[src/rtl/tt_prof_pkg.sv]
// Shared types and helpers for the truth-table profiler: FSM states and
// the row-to-table-bit mapping (row 0 lands in the MSB).
package tt_prof_pkg;

   localparam int unsigned N_IN_DEF = 3;
   localparam int unsigned ROWS     = 2**N_IN_DEF;

   typedef enum logic [1:0] {
      IDLE,
      SETTLE,
      SAMPLE,
      DONE
   } state_e;

   function automatic int unsigned row_to_bit(input int unsigned r,
                                              input int unsigned rows = ROWS);
      return rows - 1 - r;
   endfunction

endpackage

[src/rtl/truth_table_profiler_sample_vote.sv]
// Per-row majority voter: accumulates ones over the sample window and reports
// the majority and whether the samples disagreed, including the current sample.
module sample_vote #(
   parameter int unsigned SAMPLES = 3
) (
   input  logic clk,
   input  logic rst_n,
   input  logic clear,
   input  logic sample_en,
   input  logic resp,
   output logic majority,
   output logic disagree
);

   localparam int unsigned VW = $clog2(SAMPLES + 1);

   logic [VW-1:0] ones_q;
   logic [VW-1:0] ones_d;
   logic [VW-1:0] ones_next;

   // Counts already include this cycle's resp, so the verdict is ready on the last sample.
   always_comb begin
      ones_next = ones_q + VW'(resp);
      majority  = ones_next > VW'(SAMPLES / 2);
      disagree  = (ones_next != '0) && (ones_next != VW'(SAMPLES));
   end

   always_comb begin
      ones_d = ones_q;
      if (clear) begin
         ones_d = '0;
      end else if (sample_en) begin
         ones_d = ones_next;
      end
   end

   always_ff @(posedge clk or negedge rst_n) begin
      if (!rst_n) begin
         ones_q <= '0;
      end else begin
         ones_q <= ones_d;
      end
   end

endmodule

[src/rtl/truth_table_profiler.sv]
// Walks every input combination of a gate under test, majority-votes its
// response per row and assembles the gate's truth-table code.
module truth_table_profiler
   import tt_prof_pkg::*;
#(
   parameter int unsigned N_IN          = N_IN_DEF,
   parameter int unsigned SETTLE_CYCLES = 4,
   parameter int unsigned SAMPLES       = 3
) (
   input  logic                 clk,
   input  logic                 rst_n,
   input  logic                 start,
   input  logic                 abort,
   output logic [N_IN-1:0]      stim,
   input  logic                 resp,
   output logic                 busy,
   output logic                 done,
   output logic [2**N_IN-1:0]   table_out,
   output logic                 table_valid,
   output logic                 glitch
);

   localparam int unsigned ROWS_L = 2**N_IN;
   localparam int unsigned MAXC   = (SETTLE_CYCLES > SAMPLES) ? SETTLE_CYCLES : SAMPLES;
   localparam int unsigned CW     = $clog2(MAXC + 1);

   localparam logic [N_IN-1:0] LAST_ROW    = N_IN'(ROWS_L - 1);
   localparam logic [CW-1:0]   SETTLE_LAST = CW'(SETTLE_CYCLES - 1);
   localparam logic [CW-1:0]   SAMPLE_LAST = CW'(SAMPLES - 1);

   state_e              state_q, state_d;
   logic [CW-1:0]       cnt_q, cnt_d;
   logic [N_IN-1:0]     stim_q, stim_d;
   logic                busy_q, busy_d;
   logic                done_q, done_d;
   logic [ROWS_L-1:0]   table_q, table_d;
   logic                table_valid_q, table_valid_d;
   logic                glitch_q, glitch_d;

   logic                vote_clear;
   logic                vote_en;
   logic                vote_maj;
   logic                vote_dis;
   logic [N_IN-1:0]     bit_idx;

   assign bit_idx = N_IN'(row_to_bit(32'(stim_q), ROWS_L));

   sample_vote #(
      .SAMPLES (SAMPLES)
   ) u_vote (
      .clk       (clk),
      .rst_n     (rst_n),
      .clear     (vote_clear),
      .sample_en (vote_en),
      .resp      (resp),
      .majority  (vote_maj),
      .disagree  (vote_dis)
   );

   always_comb begin
      state_d       = state_q;
      cnt_d         = cnt_q;
      stim_d        = stim_q;
      busy_d        = busy_q;
      done_d        = 1'b0;
      table_d       = table_q;
      table_valid_d = table_valid_q;
      glitch_d      = glitch_q;
      vote_clear    = 1'b1;
      vote_en       = 1'b0;

      case (state_q)
         IDLE: begin
            if (start) begin
               state_d       = SETTLE;
               cnt_d         = '0;
               stim_d        = '0;
               busy_d        = 1'b1;
               glitch_d      = 1'b0;
               table_valid_d = 1'b0;
               table_d       = '0;
            end
         end

         SETTLE: begin
            if (cnt_q == SETTLE_LAST) begin
               state_d = SAMPLE;
               cnt_d   = '0;
            end else begin
               cnt_d = cnt_q + 1'b1;
            end
         end

         SAMPLE: begin
            vote_clear = 1'b0;
            vote_en    = 1'b1;
            if (cnt_q == SAMPLE_LAST) begin
               table_d[bit_idx] = vote_maj;
               if (vote_dis) begin
                  glitch_d = 1'b1;
               end
               cnt_d = '0;
               if (stim_q == LAST_ROW) begin
                  state_d = DONE;
               end else begin
                  stim_d  = stim_q + 1'b1;
                  state_d = SETTLE;
               end
            end else begin
               cnt_d = cnt_q + 1'b1;
            end
         end

         DONE: begin
            state_d       = IDLE;
            done_d        = 1'b1;
            table_valid_d = 1'b1;
            busy_d        = 1'b0;
            stim_d        = '0;
         end

         default: begin
            state_d = IDLE;
         end
      endcase

      // Abort overrides everything once a run is underway, including DONE.
      if (abort && (state_q != IDLE)) begin
         state_d       = IDLE;
         cnt_d         = '0;
         stim_d        = '0;
         busy_d        = 1'b0;
         done_d        = 1'b0;
         table_valid_d = 1'b0;
         table_d       = '0;
      end
   end

   always_ff @(posedge clk or negedge rst_n) begin
      if (!rst_n) begin
         state_q       <= IDLE;
         cnt_q         <= '0;
         stim_q        <= '0;
         busy_q        <= 1'b0;
         done_q        <= 1'b0;
         table_q       <= '0;
         table_valid_q <= 1'b0;
         glitch_q      <= 1'b0;
      end else begin
         state_q       <= state_d;
         cnt_q         <= cnt_d;
         stim_q        <= stim_d;
         busy_q        <= busy_d;
         done_q        <= done_d;
         table_q       <= table_d;
         table_valid_q <= table_valid_d;
         glitch_q      <= glitch_d;
      end
   end

   assign stim        = stim_q;
   assign busy        = busy_q;
   assign done        = done_q;
   assign table_out   = table_q;
   assign table_valid = table_valid_q;
   assign glitch      = glitch_q;

endmodule

[config.mk]
export PLATFORM = sky130hd
export DESIGN_NAME = truth_table_profiler
export DESIGN_NICKNAME = d
export VERILOG_FILES = /design/src/rtl/tt_prof_pkg.sv /design/src/rtl/truth_table_profiler_sample_vote.sv /design/src/rtl/truth_table_profiler.sv
export SDC_FILE = /design/constraint.sdc
export NUM_CORES = 1
export LEC_CHECK = 0
export ABC_AREA = 1
export BUFFER_PORTS_ARGS = -buffer_cell sky130_fd_sc_hd__clkbuf_2
export CAP_MARGIN = 0
export CORE_ASPECT_RATIO = 1.25
export CORE_MARGIN = 1
export CORE_UTILIZATION = 45
export CTS_CLUSTER_SIZE = 28
export DETAILED_ROUTE_END_ITERATION = 16
export PLACE_DENSITY = 0.75
export SLEW_MARGIN = 20
export SYNTH_ARGS = -nofsm -noshare
export SYNTH_HDL_FRONTEND = slang
export SYNTH_SLANG_ARGS = --single-unit
[constraint.sdc]
create_clock -name clk -period 2.8 [get_ports clk]
set_input_delay 0.84 -clock clk [delete_from_list [all_inputs] [get_ports clk]]
set_output_delay 0.84 -clock clk [all_outputs]
set_load 0.05 [all_outputs]
==> flow_summary.json, run 1 <==
{
  "syn-num-nets": 213,
  "crit_chain": "clkbuf_2",
  "coreArea_um2": 2970,
  "place_congestion": 0.834,
  "rows": 22,
  "final-hold-violation-count": 0,
  "antenna_found_initial": 0,
  "start_util_pct": 47.9,
  "reg2reg_slack_ps": 1050,
  "end_kind": "primary output",
  "syn_to_final_growth_pct": 11.1,
  "internal-power_uw": 661,
  "power_density_nw_per_um2": 838,
  "status": "completed",
  "die_y_um": 64.9,
  "synth_warnings": 0,
  "drt-initial-drc-count": 34,
  "regArea_um2": 551,
  "antenna_cells": 0,
  "cp.required_ps": 1960,
  "drv_cap": 0,
  "grt_max_degree": 23,
  "final_common_cell": "nand2_1",
  "ys_types": 19,
  "cpPeakStageDelay_ps": 520,
  "m1WireLength_mm": 1.23,
  "cts_max_level": 1,
  "synth_cells": 196,
  "vias_per_cell": 4.87,
  "grt_usage_pct": 18.3,
  "clockPowerShare_pct": 13.3,
  "rsz0062_at_grt": "no",
  "antenna_left": 0,
  "tns_ps": 0,
  "design_power_total_mw": 1.33,
  "drt_wl_total_mm": 2.61,
  "clock_sinks": 22,
  "worst_slew_margin_rel_pct": 63.5,
  "cts_root_buf": "clkbuf_4",
  "holdWs_ps": 486,
  "highest_layer": "met4",
  "yosys.area.top_type": "dfrtp_1",
  "clock_path_buffers": 2,
  "die_w_um": 52.3,
  "wl_met3_um": 51,
  "wire_per_inst_um": 10.3,
  "nets": 235,
  "overflow": 0,
  "slew_viol_final": 0,
  "fmax_ghz": 0.498,
  "layout-drive-gt1-share_pct": 14.7,
  "setup_violations": 0,
  "fin_crit_sh_pct": 71.8,
  "drc_errors": 0,
  "hold_class": "in -> async",
  "leakagePower_nw": 0.934,
  "first_global_vias": 1173,
  "fill_cells": 306,
  "p_sw_share_pct": 50.2,
  "fin_skew_ps": 6.71,
  "ios": 20,
  "finalWorstSetupSlack_ps": 791,
  "yosysSeqAreaShare_pct": 38.6,
  "slowest_stage": "dfrtp_1",
  "crit_buf_inv": 1,
  "synth_area_per_cell_um2": 7.27,
  "critPathTopFamily": "flip-flops",
  "drt_first_pass_iters": 5,
  "comb_power_share_pct": 54.8,
  "yosys-top-cells-area": "dfrtp_1 39%, nand2_1 19%, ha_1 11%",
  "cts_hold_buf": 0,
  "seq_power_share_pct": 31.9,
  "crit_type": "reg -> out",
  "cts_setup_buffers": 0,
  "cts_buffers": 3,
  "wl_met2_mm": 1.28,
  "clkSlewWorstSetupHoldPaths_ps": 120,
  "dieArea_um2": 3400,
  "ys_ff_latch": 22,
  "tritoncts": "done",
  "path_max_fanout": 9,
  "cts-resized-gates": 0,
  "arrival_ps": 1170,
  "synth_top_area_share_pct": 38.6,
  "period_minus_slack_ps": 2010,
  "syn_area_um2": 1430,
  "tightest_slew_ps": 548,
  "max-vdd-ir-drop_uv": 545,
  "num_vias": 1233,
  "layout_common_cells": "73 x nand2_1, 30 x inv_1, 27 x nand3_1",
  "numPortBuffers": 19,
  "multi_input_area_um2": 736,
  "power_switching_uw": 666,
  "insertion_delay_ps": 310,
  "dpl.hpwl_mm": 2.00,
  "cp-start-kind": "flip-flop",
  "dp_slack_ps": 946,
  "grt_pass1_wl_mm": 4.80
}
through the flow:
step | util, % | instance area, um2 | std cells
floorplan | - | 1430 | 196
global placement | 52.0 | 1550 | 249
detailed placement | 52.0 | 1550 | 249
CTS | 53.2 | 1580 | 253
global route | 53.2 | 1580 | 253
finish | 53.2 | 1580 | 253
area by class of cell:
class	instances	area share [%]
Clock buffer	4	2.29
Inverter	32	7.59
Multi-Input combinational cell	140	46.5
Sequential cell	22	34.8
Tap cell	36	2.85
Timing Repair Buffer	19	6.01
layer usage:
layer	track usage (%)	vias to the layer above
li1	-	664
met1	22.7	551
met2	31.8	13
met3	1.41	5
met4	7.24	0
met5	0	-
power by group through the flow:
stage / sequential [mW] / clock, mW / combinational [mW]
2_1_floorplan: 0.521 / 0 / 0.508
3_3_place_gp: 0.431 / 0 / 0.727
3_5_place_dp: 0.430 / 0 / 0.730
4_1_cts: 0.424 / 0.181 / 0.733
5_1_grt: 0.434 / 0.191 / 0.824
6_report: 0.423 / 0.176 / 0.728
cells by family (layout without fill, tap and decap cells):
group | after synthesis | after routing | share of synthesized area, %
AND/OR/NAND/NOR | 118 | 118 | 37.4
buffers and inverters | 34 | 55 | 9.75
flip-flops | 22 | 22 | 38.6
adder cells (fa/ha/maj) | 12 | 12 | 10.5
AO/OA/AOI/OAI | 10 | 10 | 3.69
synth_stat cells:
| master | n |
|---|---|
| o22ai_1 | 1 |
| nand3_1 | 27 |
| nor3_1 | 1 |
| nand3b_1 | 3 |
| nand2_2 | 3 |
| dfrtp_1 | 22 |
| nand3_2 | 1 |
| o21ai_0 | 7 |
| nand4_1 | 3 |
| a21oi_1 | 1 |
| buf_6 | 1 |
| inv_2 | 2 |
| buf_4 | 1 |
| ha_1 | 12 |
| nor2_1 | 4 |
| nand2_1 | 73 |
| a31oi_1 | 1 |
| inv_1 | 30 |
| nor2_4 | 3 |
path summary, 6_finish.rpt:
path,startpoint,end,cells after the start
setup / recovery,stim[0],stim[0],1
hold / removal,rst_n,table_out[1],1
setup reg to reg,state_q[1],stim[2],10
hold reg to reg,table_out[7],table_out[7],2
max in group asynchronous,rst_n,state_q[1],1
min in group clk,table_out[7],table_out[7],2
state kept, by name, indices dropped and copies added (netlist names):
name / cells
done: 1
cnt_q: 3
stim: 3
glitch: 1
u_vote.ones_q: 2
table_out: 8
table_valid: 1
state_q: 2
busy: 1
(Power assumes the default switching activity.)
==> run 2, diff against run 1 <==
==> constraint.sdc (replaced) <==
create_clock -name clk -period 2 [get_ports clk]
set_input_delay 0.6 -clock clk [delete_from_list [all_inputs] [get_ports clk]]
set_output_delay 0.6 -clock clk [all_outputs]
set_load 0.05 [all_outputs]
==> run 2 against run 1 <==
Worst hold slack got worse by 230 ps; core utilization fell by 0.46 points; register-to-register slack lost 810 ps; via count down 0.65%; final cell count decreased by 0.40%; clock power increased by 12%; non-clock buffer count is the same; sequential cell count unchanged; power up 36%; largest cell class unchanged.
==> flow_summary.json, run 2 (synthesized netlist as in run 1, its figures left out) <==
{
  "drt_first_pass_iters": 4,
  "cts_max_level": 1,
  "leakagePower_nw": 0.927,
  "start_util_pct": 47.9,
  "rows": 22,
  "slew_viol_final": 0,
  "drc_errors": 0,
  "worst_slew_margin_rel_pct": 63.4,
  "end_kind": "primary output",
  "regArea_um2": 551,
  "tightest_slew_ps": 549,
  "num_vias": 1225,
  "die_w_um": 52.3,
  "cp.required_ps": 1400,
  "tns_ps": 0,
  "syn_to_final_growth_pct": 10.1,
  "hold_class": "in -> async",
  "setup_violations": 0,
  "vias_per_cell": 4.86,
  "fill_cells": 307,
  "largest_register_ff_count": 8,
  "wire_per_inst_um": 10.5,
  "place_congestion": 0.902,
  "cpPeakStageDelay_ps": 520,
  "fmax_ghz": 0.567,
  "rsz0062_at_grt": "no",
  "die_y_um": 64.9,
  "cts_root_buf": "clkbuf_4",
  "crit_buf_inv": 1,
  "clock_sinks": 22,
  "insertion_delay_ps": 300,
  "internal-power_uw": 886,
  "comb_power_share_pct": 56.0,
  "power_switching_uw": 925,
  "dpl.hpwl_mm": 2.01,
  "cp-start-kind": "flip-flop",
  "drv_cap": 0,
  "cts-resized-gates": 0,
  "antenna_left": 0,
  "multi_input_area_um2": 736,
  "fin_skew_ps": 6.80,
  "cts_setup_buffers": 0,
  "status": "completed",
  "numPortBuffers": 19,
  "path_max_fanout": 9,
  "dieArea_um2": 3400,
  "crit_type": "reg -> out",
  "grt_pass1_wl_mm": 4.84,
  "drt-initial-drc-count": 31,
  "arrival_ps": 1160,
  "design_power_total_mw": 1.81,
  "grt_max_degree": 23,
  "critPathTopFamily": "flip-flops",
  "p_sw_share_pct": 51.1,
  "cts_hold_buf": 0,
  "nets": 235,
  "reg2reg_slack_ps": 240,
  "overflow": 0,
  "antenna_cells": 0,
  "layout-drive-gt1-share_pct": 14.4,
  "coreArea_um2": 2970,
  "clock_path_buffers": 2,
  "max-vdd-ir-drop_uv": 760,
  "final-hold-violation-count": 0,
  "final_common_cell": "nand2_1",
  "clockPowerShare_pct": 10.9,
  "ios": 20,
  "first_global_vias": 1151,
  "layout_common_cells": "73 x nand2_1, 30 x inv_1, 27 x nand3_1",
  "grt_usage_pct": 18.5,
  "drt_wl_total_mm": 2.65,
  "period_minus_slack_ps": 1760,
  "clkSlewWorstSetupHoldPaths_ps": 120,
  "cts_buffers": 3,
  "power_density_nw_per_um2": 1150,
  "seq_power_share_pct": 33.1,
  "fin_crit_sh_pct": 88.2,
  "tritoncts": "done",
  "slowest_stage": "dfrtp_1",
  "crit_chain": "clkbuf_2",
  "antenna_found_initial": 0
}
==> run 2: cell count changes in the layout (fill, tap and decap cells not counted), sizes merged <==
cell	previous run	this run
clkbuf	23	22
==> run 2: final timing paths <==
kind,startpoint,end,cells after the start
setup / recovery,stim[0],stim[0],1
hold reg to reg,table_out[0],table_out[0],2
hold / removal,rst_n,busy,1
setup reg to reg,state_q[0],stim[1],10
min in group clk,table_out[0],table_out[0],2
max in group asynchronous,rst_n,u_vote.ones_q[0],1
==> run 2: cell type report <==
cell class                      count  share of cell area (%)
Multi-Input combinational cell    140                    46.9
Sequential cell                    22                    35.1
Inverter                           32                    7.66
Timing Repair Buffer               19                    6.06
Tap cell                           36                    2.87
Clock buffer                        3                    1.44
==> run 2: metrics by stage <==
stage / setup WS (ps) / instance area [um2] / std cells / hold WS, ps / util, %
floorplan: 398 / 1430 / 196 / 304 / -
global placement: 309 / 1550 / 249 / 464 / 52.0
detailed placement: 258 / 1550 / 249 / 469 / 52.0
CTS: 227 / 1570 / 252 / 269 / 52.8
global route: 42.5 / 1570 / 252 / 289 / 52.8
finish: 237 / 1570 / 252 / 252 / 52.8
==> run 2: worst reg2reg max path, cell delays in order, from the launching register on <==
cell	delay (ps)
dfrtp_1	460
inv_1	110
ha_1	250
inv_2	150
nor2_4	50
inv_2	120
nand2_2	80
nand2_2	180
nand2_1	130
nand2_1	80
nand2_1	50
==> run 2: power by group through the flow <==
stage | clock network (mW) | logic (mW) | registers (mW)
after detailed placement | 0 | 1.02 | 0.604
after global placement | 0 | 1.03 | 0.601
after global routing | 0.228 | 1.15 | 0.611
final | 0.198 | 1.01 | 0.598
after CTS | 0.209 | 1.02 | 0.596
after floorplan | 0 | 0.712 | 0.729
==> run 2: layer usage <==
layer / part of all wire [%] / track usage [%] / vias up
met4: 1.2 / 5.92 / 0
li1: - / - / 657
met2: 49 / 30.7 / 16
met1: 48 / 25.1 / 548
met3: 1.7 / 1.41 / 4
met5: 0 / 0 / -
==> run 3, diff against run 2 <==
--- a/config.mk
+++ b/config.mk
@@ -9,11 +9,11 @@
 export BUFFER_PORTS_ARGS = -buffer_cell sky130_fd_sc_hd__clkbuf_2
 export CAP_MARGIN = 0
 export CORE_ASPECT_RATIO = 1.25
-export CORE_MARGIN = 1
 export CORE_UTILIZATION = 45
 export CTS_CLUSTER_SIZE = 28
 export DETAILED_ROUTE_END_ITERATION = 16
-export PLACE_DENSITY = 0.75
+export GPL_ROUTABILITY_DRIVEN = 0
+export PLACE_DENSITY = 0.78
 export SLEW_MARGIN = 20
 export SYNTH_ARGS = -nofsm -noshare
 export SYNTH_HDL_FRONTEND = slang
==> constraint.sdc (replaced) <==
create_clock -name clk -period 1.6 [get_ports clk]
set_input_delay 0.48 -clock clk [delete_from_list [all_inputs] [get_ports clk]]
set_output_delay 0.48 -clock clk [all_outputs]
set_load 0.05 [all_outputs]
==> run 3 against run 2 <==
Sequential share of layout area decreased by 2.8 points; register-to-register slack got worse by 170 ps; largest cell class unchanged; clock power increased by 120%; global-route usage increased by 2.4 points; critical path type unchanged; final cell count increased by 4.8%; sequential power increased by 18%.
==> flow_summary.json, run 3 (synthesized netlist as in run 1, its figures left out) <==
{
  "syn_to_final_growth_pct": 20.4,
  "drc_errors": 0,
  "first_global_vias": 1297,
  "end_kind": "primary output",
  "dpl.hpwl_mm": 2.20,
  "rr_startpoint": "cnt_q[0]",
  "holdWs_ps": 118,
  "cts_root_buf": "clkbuf_4",
  "worst_slew_margin_rel_pct": 63.9,
  "wire_per_inst_um": 11.5,
  "clock_sinks": 22,
  "period_minus_slack_ps": 1570,
  "coreArea_um2": 2970,
  "layout-drive-gt1-share_pct": 21.9,
  "ios": 20,
  "antenna_found_initial": 0,
  "fin_util_pct": 57.7,
  "drv_cap": 0,
  "drt_first_pass_iters": 4,
  "dieArea_um2": 3400,
  "start_util_pct": 47.9,
  "final_area_um2": 1720,
  "fin_skew_ps": 4.10,
  "layout_common_cells": "72 x nand2_1, 28 x inv_1, 27 x nand3_1",
  "clkSlewWorstSetupHoldPaths_ps": 130,
  "antenna_left": 0,
  "tightest_slew_ps": 542,
  "drt-initial-drc-count": 34,
  "reg2reg_to": "state_q[0]",
  "tns_ps": 0,
  "insertion_delay_ps": 320,
  "antenna_cells": 0,
  "num_vias": 1351,
  "reg2reg_slack_ps": 70,
  "nets": 246,
  "max-vdd-ir-drop_uv": 1290,
  "fill_cells": 285,
  "final_common_cell": "nand2_1",
  "path_max_fanout": 8,
  "cts_max_level": 1,
  "placed_cell_area_um2": 1610,
  "rows": 22,
  "power_density_nw_per_um2": 1600,
  "final-hold-violation-count": 0,
  "worstRegToRegCells": 6,
  "status": "completed",
  "critical_path.startpoint": "stim[0]",
  "die_y_um": 64.9,
  "cp.required_ps": 1120,
  "cp-start-kind": "flip-flop",
  "clock_path_buffers": 2,
  "die_w_um": 52.3,
  "leakagePower_nw": 1.00,
  "hold_class": "in -> async",
  "fmax_ghz": 0.637,
  "numPortBuffers": 19,
  "grt_pass1_wl_mm": 5.47,
  "cts_buffers": 3,
  "slew_viol_final": 0,
  "fin_crit_sh_pct": 98.1,
  "setup_violations": 0,
  "crit_type": "reg -> out",
  "endpoint": "stim[0]",
  "tritoncts": "done",
  "arrival_ps": 1090,
  "grt_usage_pct": 21.0,
  "design_power_total_mw": 2.74,
  "drt_wl_total_mm": 3.03,
  "grt_max_degree": 23,
  "largest_register_ff_count": 8,
  "overflow": 0,
  "vias_per_cell": 5.12
}
run 3: changes by cell type in the layout (fill, tap and decap cells not counted), moves of 2 or more:
cell	previous run	this run
buf_4	0	11
clkbuf_2	19	16
dfrtp_1	22	20
dfrtp_2	0	2
ha_1	12	10
ha_2	0	2
inv_1	30	28
nand2_4	0	2
run 3: worst min path at each step:
stage	startpoint	to	slack [ps]	cells after the start
floorplan	rst_n	busy	180	0
global placement	table_out[6]	table_out[6]	460	2
detailed placement	table_out[7]	table_out[7]	470	2
CTS	rst_n	table_out[5]	140	1
global route	rst_n	table_out[5]	170	1
finish	rst_n	table_out[5]	120	1
run 3: what timing repair did:
action	CTS	global route
cloned	0	0
endpoints found under the hold margin	0	0
pin swaps	1	3
gates resized for setup	5	8
hold buffers	0	0
endpoints found under the setup margin	10	18
buffers inserted	2	1
run 3: metal layers:
layer / vias up / routed length [um] / GRT usage [%]
met4: 0 / 66 / 8.55
met5: - / 0 / 0
met3: 6 / 83 / 1.41
li1: 682 / - / -
met1: 637 / 1380 / 28.0
met2: 26 / 1500 / 34.5
run 3: critical path, stage by stage, from the launching register on:
cell,delay (ps)
dfrtp_2,430
buf_4,170
clkbuf_8,180
run 3: per-stage QoR:
stage,setup WS [ps],cells
4_1_cts,16.2,263
3_5_place_dp,-22.6,257
6_report,30.0,264
5_1_grt,-2.89,264
2_1_floorplan,27.6,196
3_3_place_gp,47.1,257
run 3: report_power, final:
group,internal [mW],switching (mW),leakage (nW)
clock,0.253,0.185,0.0279
combinational,0.544,1.05,0.676
sequential,0.647,0.0560,0.298
total,1.44,1.29,1.00
run 3: cell type report:
cell class,instances,area (um2),share of cell area (%)
Clock buffer,3,22.5,1.31
Clock inverter,1,30.0,1.75
Inverter,32,123,7.15
Multi-Input combinational cell,140,753,43.9
Sequential cell,22,553,32.2
Tap cell,36,45.0,2.63
Timing Repair Buffer,30,189,11.0
